--- src/rtl/tl_ul_pkg.sv ---
// Shared TileLink-UL constants, field widths and the D-channel response record.
// Imported by the RAM responder and its pipe slot.
package tl_ul_pkg;

   localparam int unsigned TL_AW = 32;
   localparam int unsigned TL_DW = 32;
   localparam int unsigned TL_MW = TL_DW / 8;
   localparam int unsigned TL_SZW = 3;
   localparam int unsigned TL_SRCW = 4;
   localparam int unsigned TL_OPW = 3;

   typedef enum logic [TL_OPW-1:0] {
      A_PUT_FULL    = 3'd0,
      A_PUT_PARTIAL = 3'd1,
      A_ARITH       = 3'd2,
      A_LOGIC       = 3'd3,
      A_GET         = 3'd4,
      A_INTENT      = 3'd5
   } a_op_e;

   typedef enum logic [TL_OPW-1:0] {
      D_ACCESS_ACK      = 3'd0,
      D_ACCESS_ACK_DATA = 3'd1,
      D_HINT_ACK        = 3'd2
   } d_op_e;

   typedef struct packed {
      logic [TL_OPW-1:0]  opcode;
      logic [1:0]         param;
      logic [TL_SZW-1:0]  size;
      logic [TL_SRCW-1:0] source;
      logic               sink;
      logic               denied;
      logic [TL_DW-1:0]   data;
      logic               corrupt;
   } d_rsp_t;

endpackage

--- src/rtl/tl_ul_pipe_slot.sv ---
// Single-entry D-channel holding register. Handshake: a beat transfers on a
// clock edge where valid && ready; the slot accepts a new beat whenever it is
// empty or its current beat leaves on the same edge.
module tl_ul_pipe_slot
   import tl_ul_pkg::*;
(
   input  logic   clk_i,
   input  logic   rst_ni,
   input  logic   load_i,
   input  d_rsp_t rsp_i,
   input  logic   d_ready_i,
   output logic   d_valid_o,
   output d_rsp_t rsp_o,
   output logic   a_ready_o
);

   logic   valid_q;
   d_rsp_t rsp_q;

   always_ff @(posedge clk_i or negedge rst_ni) begin
      if (!rst_ni) begin
         valid_q <= 1'b0;
         rsp_q   <= '0;
      end else if (load_i) begin
         valid_q <= 1'b1;
         rsp_q   <= rsp_i;
      end else if (d_ready_i) begin
         valid_q <= 1'b0;
      end
   end

   assign d_valid_o = valid_q;
   assign rsp_o     = rsp_q;
   assign a_ready_o = !valid_q || d_ready_i;

endmodule

--- src/rtl/tl_ul_ram_responder.sv ---
// TileLink-UL slave backed by a flop-based word memory. Requests are decoded
// and the memory accessed on A fire; the response sits in a one-entry slot.
module tl_ul_ram_responder
   import tl_ul_pkg::*;
#(
   parameter logic [31:0] BASE_ADDR = 32'h0000_0000,
   parameter int unsigned DEPTH     = 16
) (
   input  logic               clock,
   input  logic               reset_n,
   input  logic               a_valid,
   output logic               a_ready,
   input  logic [TL_OPW-1:0]  a_opcode,
   input  logic [2:0]         a_param,
   input  logic [TL_SZW-1:0]  a_size,
   input  logic [TL_SRCW-1:0] a_source,
   input  logic [TL_AW-1:0]   a_address,
   input  logic [TL_MW-1:0]   a_mask,
   input  logic [TL_DW-1:0]   a_data,
   input  logic               a_corrupt,
   output logic               d_valid,
   input  logic               d_ready,
   output logic [TL_OPW-1:0]  d_opcode,
   output logic [1:0]         d_param,
   output logic [TL_SZW-1:0]  d_size,
   output logic [TL_SRCW-1:0] d_source,
   output logic               d_sink,
   output logic               d_denied,
   output logic [TL_DW-1:0]   d_data,
   output logic               d_corrupt
);

   localparam int unsigned IDX_W = (DEPTH > 1) ? $clog2(DEPTH) : 1;
   localparam logic [31:0] SPAN  = 32'(4 * DEPTH);

   logic [TL_DW-1:0] mem_q [DEPTH];

   logic [31:0]      offset;
   logic [IDX_W-1:0] idx;
   logic             in_range;
   logic             misaligned;
   logic             op_ok;
   logic             is_put;
   logic             denied;
   logic             a_fire;
   logic             wr_en;
   d_rsp_t           rsp_d;
   d_rsp_t           rsp_q;
   logic             unused_bits;

   // Unsigned 32-bit subtraction: addresses below BASE_ADDR wrap to huge offsets.
   assign offset   = a_address - BASE_ADDR;
   assign idx      = offset[IDX_W+1:2];
   assign in_range = offset < SPAN;

   always_comb begin
      misaligned = 1'b0;
      case (a_size)
         3'd1:    misaligned = a_address[0];
         3'd2:    misaligned = |a_address[1:0];
         default: misaligned = 1'b0;
      endcase
   end

   assign is_put = (a_opcode == A_PUT_FULL) || (a_opcode == A_PUT_PARTIAL);
   assign op_ok  = is_put || (a_opcode == A_GET);
   assign denied = !in_range || (a_size > 3'd2) || misaligned || !op_ok;
   assign a_fire = a_valid && a_ready;
   assign wr_en  = a_fire && is_put && !denied && !a_corrupt;

   always_comb begin
      rsp_d        = '0;
      rsp_d.size   = a_size;
      rsp_d.source = a_source;
      rsp_d.denied = denied;
      if (denied) begin
         case (a_opcode)
            A_ARITH, A_LOGIC, A_GET: begin
               rsp_d.opcode  = D_ACCESS_ACK_DATA;
               rsp_d.corrupt = 1'b1;
            end
            A_INTENT: rsp_d.opcode = D_HINT_ACK;
            default:  rsp_d.opcode = D_ACCESS_ACK;
         endcase
      end else if (a_opcode == A_GET) begin
         rsp_d.opcode = D_ACCESS_ACK_DATA;
         rsp_d.data   = mem_q[idx];
      end else begin
         rsp_d.opcode = D_ACCESS_ACK;
      end
   end

   always_ff @(posedge clock or negedge reset_n) begin
      if (!reset_n) begin
         for (int i = 0; i < int'(DEPTH); i++) begin
            mem_q[i] <= '0;
         end
      end else if (wr_en) begin
         for (int b = 0; b < int'(TL_MW); b++) begin
            if (a_mask[b]) begin
               mem_q[idx][8*b +: 8] <= a_data[8*b +: 8];
            end
         end
      end
   end

   tl_ul_pipe_slot u_slot (
      .clk_i     (clock),
      .rst_ni    (reset_n),
      .load_i    (a_fire),
      .rsp_i     (rsp_d),
      .d_ready_i (d_ready),
      .d_valid_o (d_valid),
      .rsp_o     (rsp_q),
      .a_ready_o (a_ready)
   );

   assign d_opcode  = rsp_q.opcode;
   assign d_param   = rsp_q.param;
   assign d_size    = rsp_q.size;
   assign d_source  = rsp_q.source;
   assign d_sink    = rsp_q.sink;
   assign d_denied  = rsp_q.denied;
   assign d_data    = rsp_q.data;
   assign d_corrupt = rsp_q.corrupt;

   assign unused_bits = ^{a_param, offset[31:IDX_W+2], offset[1:0]};

endmodule

--- config.mk ---
export PLATFORM = sky130hd
export DESIGN_NAME = tl_ul_ram_responder
export DESIGN_NICKNAME = d
export VERILOG_FILES = /design/src/rtl/tl_ul_pkg.sv /design/src/rtl/tl_ul_pipe_slot.sv /design/src/rtl/tl_ul_ram_responder.sv
export SDC_FILE = /design/constraint.sdc
export NUM_CORES = 1
export LEC_CHECK = 0
export CAP_MARGIN = 20
export CORE_UTILIZATION = 55
export CTS_BUF_LIST = sky130_fd_sc_hd__clkbuf_8
export DETAILED_ROUTE_END_ITERATION = 16
export GPL_TIMING_DRIVEN = 1
export PLACE_DENSITY = 0.74
export SLEW_MARGIN = 20
export SYNTH_ARGS = -nofsm -noshare
export SYNTH_HDL_FRONTEND = slang
export SYNTH_SLANG_ARGS = --single-unit
export TNS_END_PERCENT = 20
--- constraint.sdc ---
create_clock -name clock -period 2.4 [get_ports clock]
set_clock_uncertainty 0.15 [all_clocks]
set_input_delay 0.6 -clock clock [delete_from_list [all_inputs] [get_ports clock]]
set_output_delay 0.6 -clock clock [all_outputs]
set_load 0.1 [all_outputs]
; ---- After elaboration in Yosys (flattened, before gate mapping)
; Cells that the tools add are included.
[totals]
register_bits = 557
out_inout_bits = 49
elab_cells = 87
input_bits = 86
[op_classes]
n_reduce_logical = 20
magnitude_cmp = 4
eq_ne = 7
muxes = 32
bitwise_logic = 1
[op_table]
columns = op, count
row1 = two-way mux 512 bit, 7
row2 = bitwise mux 512 bit, 4
row3 = demux 32 bit (select 4 bit), 4
row4 = two-way mux 32 bit, 5
row5 = binary-select mux 32 bit (select 4 bit), 1
row6 = less-than comparator 32 x 7 -> 1 bit (second input constant), 1
row7 = two-way mux 24 bit, 1
row8 = two-way mux 16 bit, 1
row9 = equality test 3 x 2 -> 1 bit (second input constant), 3
row10 = two-way mux 8 bit, 1
row11 = equality test 3 x 1 -> 1 bit (second input constant), 2
row12 = equality test 3 bit (second input constant), 2
row13 = logical OR 1 bit, 6
row14 = greater-or-equal comparator 5 bit (second input constant), 1
row15 = logical AND 1 bit, 5
row16 = zero test 1 bit, 5
row17 = less-than comparator 5 x 1 -> 1 bit (second input constant), 1
row18 = two-way mux 1 bit, 5
row19 = inverter 4 -> 5 bit, 1
row20 = case mux 2 bit (2 select lines), 1
row21 = greater-than comparator 3 x 2 -> 1 bit (second input constant), 1
row22 = zero test 3 bit, 1
row23 = two-way mux 3 bit, 1
row24 = OR reduction 3 bit, 1
row25 = other kinds (3), 3

; ---- Longest topological paths before layout
; Gate-level depths: netlist of the first run.
[logic_depth]
word_depth = 17
depth_mapped = 9
ltp_nobuf = 5

; ---- Cells and area by module
; A second synthesis of the first run with hierarchy kept.
[hier_totals]
hier_cells = 1569
hier_area_um2 = 25525.7
[modules_own_cells]
columns = mod, seq_area_each_um2, cells_each, n_inst, area_per_inst_um2
row1 = tl_ul_ram_responder, 12812.3, 1467, 1, 23667.7
row2 = tl_ul_pipe_slot, 1201.2, 102, 1, 1858.0

; ---- Worst setup path after synthesis of the first run
; No wires, ideal clock.
[synth_timing]
kind = register to register
from = register u_slot.valid_q, in the netlist u_slot.d_valid_o
to = register mem_q[227] (netlist name)
path_stages_with_launch = 8
slack_ps = -1077
t_arrival_ps = 3199
setup_ps = 128
path_cell_list = dfrtp_1 nand2b_1 and3_1 clkbuf_1 clkbuf_1 and3_1 nand3_4 mux2_1
[synth_via]
elab_chain_len = 6
[synth_lines]
columns = item, line
row1 = from (decl), tl_ul_pipe_slot.sv:17  ; logic valid_q;
row2 = from (signal assigned), tl_ul_pipe_slot.sv:22  ; valid_q <= 1'b0;
row3 = from (signal assigned), tl_ul_pipe_slot.sv:25  ; valid_q <= 1'b1;
row4 = from (signal assigned), tl_ul_pipe_slot.sv:28  ; valid_q <= 1'b0;
row5 = zero test 1 bit, tl_ul_pipe_slot.sv:34  ; assign a_ready_o = !valid_q || d_ready_i;
row6 = logical OR 1 bit, tl_ul_pipe_slot.sv:34
row7 = named net a_ready, tl_ul_ram_responder.sv:12  ; output logic a_ready,
row8 = logical AND 1 bit, tl_ul_ram_responder.sv:68  ; assign a_fire = a_valid && a_ready;
row9 = logical AND 1 bit (3 in a row), tl_ul_ram_responder.sv:69  ; assign wr_en = a_fire && is_put && !denied && !a_corrupt;
row10 = "to (signal, indexed assignment)", tl_ul_ram_responder.sv:101  ; mem_q[idx][8*b +: 8] <= a_data[8*b +: 8];
row11 = to (decl), tl_ul_ram_responder.sv:36  ; logic [TL_DW-1:0] mem_q [DEPTH];
; The timed path passes the listed nets, and every way through them passes these cells.
; A chain may end at the register's enable or synchronous reset.

; ---- Worst setup path in the final report of the first run
[layout_timing]
from = input a_size[2]
to = register mem_q[225] (netlist name)
[layout_via]
elab_chain_len = 7
word_cells_on_any_way = 10
[layout_lines]
columns = item, line
row1 = from (decl), tl_ul_ram_responder.sv:15  ; input logic [TL_SZW-1:0] a_size,
row2 = greater-than comparator 3 x 2 -> 1 bit (tied with other cells), tl_ul_ram_responder.sv:67  ; assign denied = !in_range || (a_size > 3'd2) || misaligned || !op_ok;
row3 = logical OR 1 bit / case mux 1 bit (2 select lines) (equally long branches), "tl_ul_ram_responder.sv:67, tl_ul_ram_responder.sv:58"
row4 = logical OR 1 bit * (2 in a row), tl_ul_ram_responder.sv:67
row5 = zero test 1 bit *, tl_ul_ram_responder.sv:69
row6 = logical AND 1 bit * (2 in a row), tl_ul_ram_responder.sv:69
; Every way passes the cells marked *; elsewhere a longest branch is shown, timed or not.

==> flow_summary.toml, run 1 <==
[finish]
regArea_um2 = 13900
multi_input_area_um2 = 13200
finish.net_count = 2194
flow.area_growth_from_synthesis_pct = 20.5
post-route-cell-area_um2 = 33000
fillers = 3416
final-instance-count-excl-fill = 2846
layout-drive-gt1-share_pct = 46.6
fin_util_pct = 67.3

[die]
floorplan.initialDensity_pct = 55.9
floorplan.die_area_um2 = 50800
chipHeight_um = 225
die_w_um = 225
placement_rows = 81
total_core_area_um2 = 49100
design.portCount = 135

[synth]
synthDominantCellAreaShare_pct = 50.7
syn_avg_cell_area_um2 = 14.9
cell_accounting_for_the_most_synthesized_area = "sky130_fd_sc_hd__dfrtp_1"
synthMostInstantiatedCell = "sky130_fd_sc_hd__dfrtp_1"
sequential_share_of_the_synthesized_area_pct = 50.7
mapped_cell_area_um2 = 27400
synth.top_cells.by_count = "sky130_fd_sc_hd__dfrtp_1, sky130_fd_sc_hd__mux2_4, sky130_fd_sc_hd__mux2_2, sky130_fd_sc_hd__mux2_1, sky130_fd_sc_hd__clkbuf_1"
number_of_different_library_cells_in_the_post_synthesis_netlist = 35
ys_top_cells_by_area = "sky130_fd_sc_hd__dfrtp_1, sky130_fd_sc_hd__mux2_4, sky130_fd_sc_hd__mux2_2"
synth-seq-cells = 556
synth.yosys.warnings = 0
synthCells = 1837
postSynth.topFlopCell = "sky130_fd_sc_hd__dfrtp_1"
number_of_flops_mapped_to_enable_cells_by_yosys = 0
ys_async_sr_fraction_pct = 100

[setup_path]
worstSetupPathType = "in2reg"
worst_path_largest_cell_delay_ns = 0.41
timing.critical_path.buf_inv = 4
timing.critical_path.fanout_max = 8
critical-path-slowest-cell = "sky130_fd_sc_hd__a2111oi_4"
required_time_at_the_worst_slack_endpoint_ns = 2.81
timing.critical_path.arrival_ns = 2.79
critical_path.cell_chain = "dlymetal6s2s_1, nor4_2, nand4_1, a2111oi_4, clkbuf_16, buf_12, buf_16, nand3_4, mux2_4"
reg2reg_setup_slack_ns = 0.13
critPathTopFamily = "simple AND/OR/NAND/NOR gates"
critPathLaunchType = "primary input"
critPathCaptureType = "register"

[outcome]
status = "completed"

[clock_network]
cts-buffers-inserted = 91
cts_sinks = 556
ctsLongestPathBuffers = 3
ctsHtreeMaxLevel = 3
reg_clk_slew_reported_paths_ns = 0.06
worst_skew_pair.late_latency_ns = 0.67
tritoncts_clock_tree = "done"
cts-root-buf = "sky130_fd_sc_hd__clkbuf_8"

[grt]
grt.met3_usage_pct = 4.86
number_of_global_route_vias_before_repair = 18300
initial_antenna_violation_count = 1
top_usage_layer = "met2"
global_route.usage.total_pct = 27.4
global_route.overflow_total = 0
grt_start_max_net_pins = 70
global_route.usage.met1_pct = 38.6
grtUsageMet2_pct = 42.9
grt_pass1_wl_um = 107000

[sta]
hold_violations_final = 0
fmax_mhz = 421
report.final.setup_viol = 0
final_min_period_over_clock_period_pct = 99.0
report.final.slew_viol_count = 0
worst_pin_slew_ns = 0.781
max_slew_margin_pct = 47.8
timing.final.crit_period_ns = 2.38

[power_and_ir_drop]
vdd_ir_drop_max_uv = 580
totalPowerFinal_mw = 19.9
cellPowerDensity_nw_per_um2 = 603
leakage_nw = 16.9

[place]
post-dp-hpwl_um = 44500
portBuffers = 127
place_area_um2 = 30800
place.gp.congestion = 0.850
dp_cell_count = 2671

[routing]
drt_iter0_drc = 1028
routed_wire_length_per_instance_um = 23.5
ant_nets = 0
drcViolationCount = 0
dr_total_vias = 16700
totalWireLength_um = 67000
drt_pre_antenna_iters = 5
route.detailed.vias_per_inst = 5.88

[min_path]
holdCritPathClass = "in2reg"

[flow_run]
drv_cap = 0
[sequential cells by signal, summed over array words and instances, names as in the netlist]
register          count
u_slot.rsp_o         43
mem_q               512
u_slot.d_valid_o      1
[worst min-delay path: stages]
cell	delay, ns
sky130_fd_sc_hd__dlymetal6s2s_1	0.11
sky130_fd_sc_hd__buf_4	0.12
sky130_fd_sc_hd__mux2_2	0.13
[routing by layer]
metal	part of all wire (%)	wire length, µm
met2	47	31600
met4	2.4	1580
met5	0	0
met1	45	30300
met3	5.4	3590
[repair_timing]
action                                 4_1_cts  5_1_grt
cloned                                       2        0
setup endpoints to repair                  544      313
buffers inserted                             6        0
resized for setup                           33       28
endpoints found under the hold margin       63        0
hold buffers                                 1        0
pin swaps                                    9        5
[report_power, final]
| group | leakage (nW) | switching, mW | internal (mW) |
|---|---|---|---|
| Clock | 1.13 | 3.92 | 5.09 |
| Combinational | 8.00 | 0.991 | 0.504 |
| Sequential | 7.75 | 0.0144 | 9.40 |
| Total | 16.9 | 4.93 | 15.0 |
[through the flow]
| step | worst slack, ns | hold slack [ns] | TNS [ns] |
|---|---|---|---|
| floorplan | -0.153 | 0.154 | -59.20 |
| global placement | -1.07 | 0.317 | -527.19 |
| detailed placement | -1.05 | 0.322 | -519.47 |
| CTS | 0.00476 | 0.224 | 0 |
| global route | -0.0227 | 0.160 | -0.268 |
| finish | 0.0233 | 0.167 | 0 |
[layout by cell type, fill, tap and decap left out, types with 2 or more instances in the layout]
cell and count:
sky130_fd_sc_hd__clkinv_2 9, sky130_fd_sc_hd__o21ai_0 36, sky130_fd_sc_hd__a221oi_1 32, sky130_fd_sc_hd__mux2_1 79, sky130_fd_sc_hd__nand3_4 58, sky130_fd_sc_hd__clkinvlp_4 3, sky130_fd_sc_hd__mux2i_1 64, sky130_fd_sc_hd__nor4_4 3
sky130_fd_sc_hd__and3_1 65, sky130_fd_sc_hd__nand3_2 7, sky130_fd_sc_hd__mux2_4 312, sky130_fd_sc_hd__dlygate4sd2_1 2, sky130_fd_sc_hd__a21oi_1 64, sky130_fd_sc_hd__nor2b_1 32, sky130_fd_sc_hd__buf_16 4, sky130_fd_sc_hd__mux2_2 192
sky130_fd_sc_hd__buf_12 43, sky130_fd_sc_hd__mux4_2 64, sky130_fd_sc_hd__buf_2 3, sky130_fd_sc_hd__conb_1 4, sky130_fd_sc_hd__nand2b_1 5, sky130_fd_sc_hd__clkdlybuf4s50_1 54, sky130_fd_sc_hd__nand2_1 73, sky130_fd_sc_hd__nor3_1 7
sky130_fd_sc_hd__nor4_2 2, sky130_fd_sc_hd__inv_6 2, sky130_fd_sc_hd__bufinv_16 6, sky130_fd_sc_hd__dfrtp_1 555, sky130_fd_sc_hd__clkbuf_2 7, sky130_fd_sc_hd__buf_4 169, sky130_fd_sc_hd__nor4_1 2, sky130_fd_sc_hd__nor2_1 11
sky130_fd_sc_hd__a22oi_1 32, sky130_fd_sc_hd__buf_6 3, sky130_fd_sc_hd__buf_8 2, sky130_fd_sc_hd__clkbuf_8 119, sky130_fd_sc_hd__inv_1 28, sky130_fd_sc_hd__clkdlybuf4s15_1 3, sky130_fd_sc_hd__dlymetal6s2s_1 10
[layout make-up]
type                            instances  area share [%]
Multi-Input combinational cell       1156            39.9
Tap cell                              664            2.52
Clock inverter                         47            1.11
Inverter                                1          0.0114
Antenna cell                            1         0.00758
Timing Repair Buffer                  302            9.39
Sequential cell                       556            42.1
Clock buffer                          119            4.96
[final timing paths]
kind                                  start          endpoint  cells after the start
min reg2reg                u_slot.rsp_o[19]  u_slot.rsp_o[19]                      2
min                               a_size[0]  u_slot.rsp_o[39]                      3
max reg2reg                u_slot.d_valid_o        mem_q[284]                      6
max                               a_size[2]        mem_q[225]                      9
max in group asynchronous           reset_n        mem_q[345]                      3
min in group asynchronous           reset_n        mem_q[302]                      2
[kinds of logic after synthesis]
kind of cell	after synthesis	share of synthesized area, %
DFF	556	50.7
muxes	711	35.4
other	1	0.0137
AOI/OAI and AO/OA	167	3.89
and+or+nand+nor	274	7.65
buffers and inverters	128	2.35
Note: power is estimated with default switching activity, not from simulation.
==> run 2: changes to the inputs <==
--- a/config.mk
+++ b/config.mk
@@ -6,4 +6,5 @@
 export NUM_CORES = 1
 export LEC_CHECK = 0
+export ABC_AREA = 1
 export CAP_MARGIN = 20
 export CORE_UTILIZATION = 55
@@ -11,5 +12,5 @@
 export DETAILED_ROUTE_END_ITERATION = 16
 export GPL_TIMING_DRIVEN = 1
-export PLACE_DENSITY = 0.74
+export PLACE_DENSITY = 0.73
 export SLEW_MARGIN = 20
 export SYNTH_ARGS = -nofsm -noshare
==> constraint.sdc (replaced) <==
create_clock -name clock -period 2.4 [get_ports clock]
set_clock_uncertainty 0.15 [all_clocks]
set_input_delay 0.24 -clock clock [delete_from_list [all_inputs] [get_ports clock]]
set_output_delay 0.24 -clock clock [all_outputs]
set_load 0.1 [all_outputs]
==> flow_summary.toml, run 2 <==
[outcome]
status = "completed"

[power_and_ir_drop]
cellPowerDensity_nw_per_um2 = 567
power_spent_charging_and_discharging_nets_mw = 5.62
leakage_nw = 17.4
intPower_mw = 14.7
pwr-share-clk_pct = 42.3
vdd_ir_drop_max_uv = 563
swShare_pct = 27.7
share_comb_of_total_power_pct = 11.3
power_frac_seq_pct = 46.4

[routing]
ant_nets = 0
route.detailed.vias_per_inst = 5.68
drt_iter0_drc = 2835
totalWireLength_um = 103000
dr_total_vias = 28100
drt_pre_antenna_iters = 6
drcViolationCount = 0
routed_wire_length_per_instance_um = 20.8

[place]
post-dp-hpwl_um = 60100
portBuffers = 127
place_area_um2 = 33700
preCtsSetupSlack_ns = -0.0456
place.gp.congestion = 0.852

[synth]
synthMuxAreaShare_pct = 0
cell_accounting_for_the_most_synthesized_area = "sky130_fd_sc_hd__dfrtp_1"
syn_avg_cell_area_um2 = 7.65
number_of_flops_mapped_to_enable_cells_by_yosys = 0
post_synth_xor_area_fraction_pct = 0
ys_async_sr_fraction_pct = 100
sequential_share_of_the_synthesized_area_pct = 45.4
synth_adder_area_share_pct = 0
synth-seq-cells = 556
number_of_different_library_cells_in_the_post_synthesis_netlist = 28
synthMostInstantiatedCell = "sky130_fd_sc_hd__nand2_1"
synth.yosys.warnings = 0
synth_compound_gate_area_share_pct = 17.6
synthDominantCellAreaShare_pct = 45.4
synth.top_cells.by_count = "sky130_fd_sc_hd__nand2_1, sky130_fd_sc_hd__dfrtp_1, sky130_fd_sc_hd__inv_1, sky130_fd_sc_hd__o21bai_1, sky130_fd_sc_hd__nand3_1"
synth_simple_gate_area_share_pct = 23.8
ys_top_cells_by_area = "sky130_fd_sc_hd__dfrtp_1, sky130_fd_sc_hd__o21bai_1, sky130_fd_sc_hd__nand2_1"
synth_top_family_by_area = "simple AND/OR/NAND/NOR gates"
mapped_cell_area_um2 = 30600
postSynth.topFlopCell = "sky130_fd_sc_hd__dfrtp_1"
synthCells = 4004

[sta]
hold_violations_final = 0
fmax_mhz = 451
timing.final.crit_period_ns = 2.22
report.final.slew_viol_count = 0
fin_ws_ns = 0.183
grt_setup_unrepaired = "no"
worst_pin_slew_ns = 0.790
report.final.setup_viol = 0
final_min_period_over_clock_period_pct = 92.4
max_slew_margin_pct = 47.2

[finish]
largest-register = "mem_q"
post-route-cell-area_um2 = 35800
layout-drive-gt1-share_pct = 10.8
flow.area_growth_from_synthesis_pct = 16.7
finish.net_count = 4211
number_of_flip_flops_in_the_largest_register = 512
fillers = 4722
highest_count_cells_in_the_layout_ignoring_fill_and_taps = "sky130_fd_sc_hd__nand2_1, sky130_fd_sc_hd__inv_1, sky130_fd_sc_hd__dfrtp_1, sky130_fd_sc_hd__o21bai_1, sky130_fd_sc_hd__nand3_1"
final_common_cell = "sky130_fd_sc_hd__nand2_1"

[die]
chipHeight_um = 238
design.portCount = 135
floorplan.initialDensity_pct = 55.6
placement_rows = 86
die_w_um = 238
total_core_area_um2 = 55100
floorplan.die_area_um2 = 56700

[grt]
global_route.overflow_total = 0
grt_pass1_wl_um = 156000
grt_start_max_net_pins = 129
initial_antenna_violation_count = 8
number_of_global_route_vias_before_repair = 26500
global_route.usage.total_pct = 36.1

[flow_run]
drv_cap = 0

[clock_network]
tritoncts_clock_tree = "done"
cts-root-buf = "sky130_fd_sc_hd__clkbuf_8"
cts-buffers-inserted = 95
ctsLongestPathBuffers = 3
ctsHtreeMaxLevel = 3
cts_sinks = 556
reg_clk_slew_reported_paths_ns = 0.07
worst_skew_pair.late_latency_ns = 0.73

[setup_path]
worstSetupPathType = "in2reg"
critPathCaptureType = "register"
reg2reg_setup_slack_ns = 0.42
timing.critical_path.fanout_max = 28
worst_setup_path_endpoint = "mem_q[375]"
cp-startpoint = "a_size[2]"
r2r-end = "mem_q[6]"
critPathLaunchType = "primary input"
worst_r2r_startpoint = "u_slot.d_valid_o"
count_of_cells_along_the_worst_register_to_register_path = 8
timing.critical_path.arrival_ns = 2.65
required_time_at_the_worst_slack_endpoint_ns = 2.83

[min_path]
holdCritPathClass = "in2reg"
-- run 2: worst min path at each step --
stage	start	endpoint	depth (start not counted)
3_3_place_gp	reset_n	mem_q[263]	1
2_1_floorplan	reset_n	mem_q[0]	0
4_1_cts	a_opcode[2]	u_slot.rsp_o[45]	3
5_1_grt	a_opcode[2]	u_slot.rsp_o[45]	3
3_5_place_dp	reset_n	mem_q[263]	1
6_report	a_opcode[2]	u_slot.rsp_o[45]	3
-- run 2: power groups by stage --
stage	registers (mW)	logic [mW]	clock network, mW
final	9.42	2.29	8.58
after global routing	9.42	2.43	9.06
after CTS	9.42	2.25	8.61
after detailed placement	9.59	2.22	0
after global placement	9.59	2.21	0
after floorplan	9.78	0.907	0
-- run 2: repair_timing --
| item | CTS | global route |
|---|---|---|
| endpoints found under the setup margin | 0 | 101 |
| buffers inserted | 0 | 3 |
| hold buffers | 10 | 0 |
| hold endpoints to repair | 526 | 0 |
| gates resized for setup | 0 | 5 |
-- run 2: cell type report --
type | count | area [µm²] | area share [%]
flip-flops and latches | 556 | 13900 | 38.9
multi-input cells | 2544 | 12800 | 35.9
repair buffers | 373 | 4130 | 11.5
inverters | 555 | 2080 | 5.82
clock buffers | 125 | 1720 | 4.81
well taps | 748 | 936 | 2.62
clock inverters | 33 | 140 | 0.392
diodes | 3 | 7.51 | 0.0210
-- run 2: critical path, stage by stage --
cell,delay (ns)
sky130_fd_sc_hd__dlygate4sd3_1,0.53
sky130_fd_sc_hd__clkdlybuf4s50_1,0.52
sky130_fd_sc_hd__nor2_1,0.06
sky130_fd_sc_hd__nand2_1,0.07
sky130_fd_sc_hd__nand2_1,0.09
sky130_fd_sc_hd__nor2_4,0.18
sky130_fd_sc_hd__buf_4,0.15
sky130_fd_sc_hd__nand4_1,0.16
sky130_fd_sc_hd__buf_12,0.22
sky130_fd_sc_hd__buf_12,0.19
sky130_fd_sc_hd__o21bai_1,0.14
sky130_fd_sc_hd__nand2_1,0.07
-- run 2: through the flow --
stage	cells	TNS [ns]	hold slack, ns	total power [mW]	utilization, %
final	4937	0	0.0465	20.3	64.9
after floorplan	4007	0	-0.206	10.7	-
after global routing	4934	0	0.105	20.9	64.9
after global placement	4760	-0.0352	0.0948	11.8	61.2
after CTS	4928	0	0.0149	20.3	64.8
after detailed placement	4760	-0.174	0.0906	11.8	61.2
-- run 2: routing by layer --
metal	track usage [%]	wire, µm
met5	0	94
met4	16.9	4600
met3	7.76	11600
met2	55.3	45100
met1	49.2	41300
-- run 2: kinds of logic (layout without fill, tap and decap cells) --
kind of cell	count (synthesis)	in the layout
AOI/OAI and AO/OA	805	805
buffers and inverters	907	1086
DFF	556	556
other	1	7
and+or+nand+nor	1735	1735
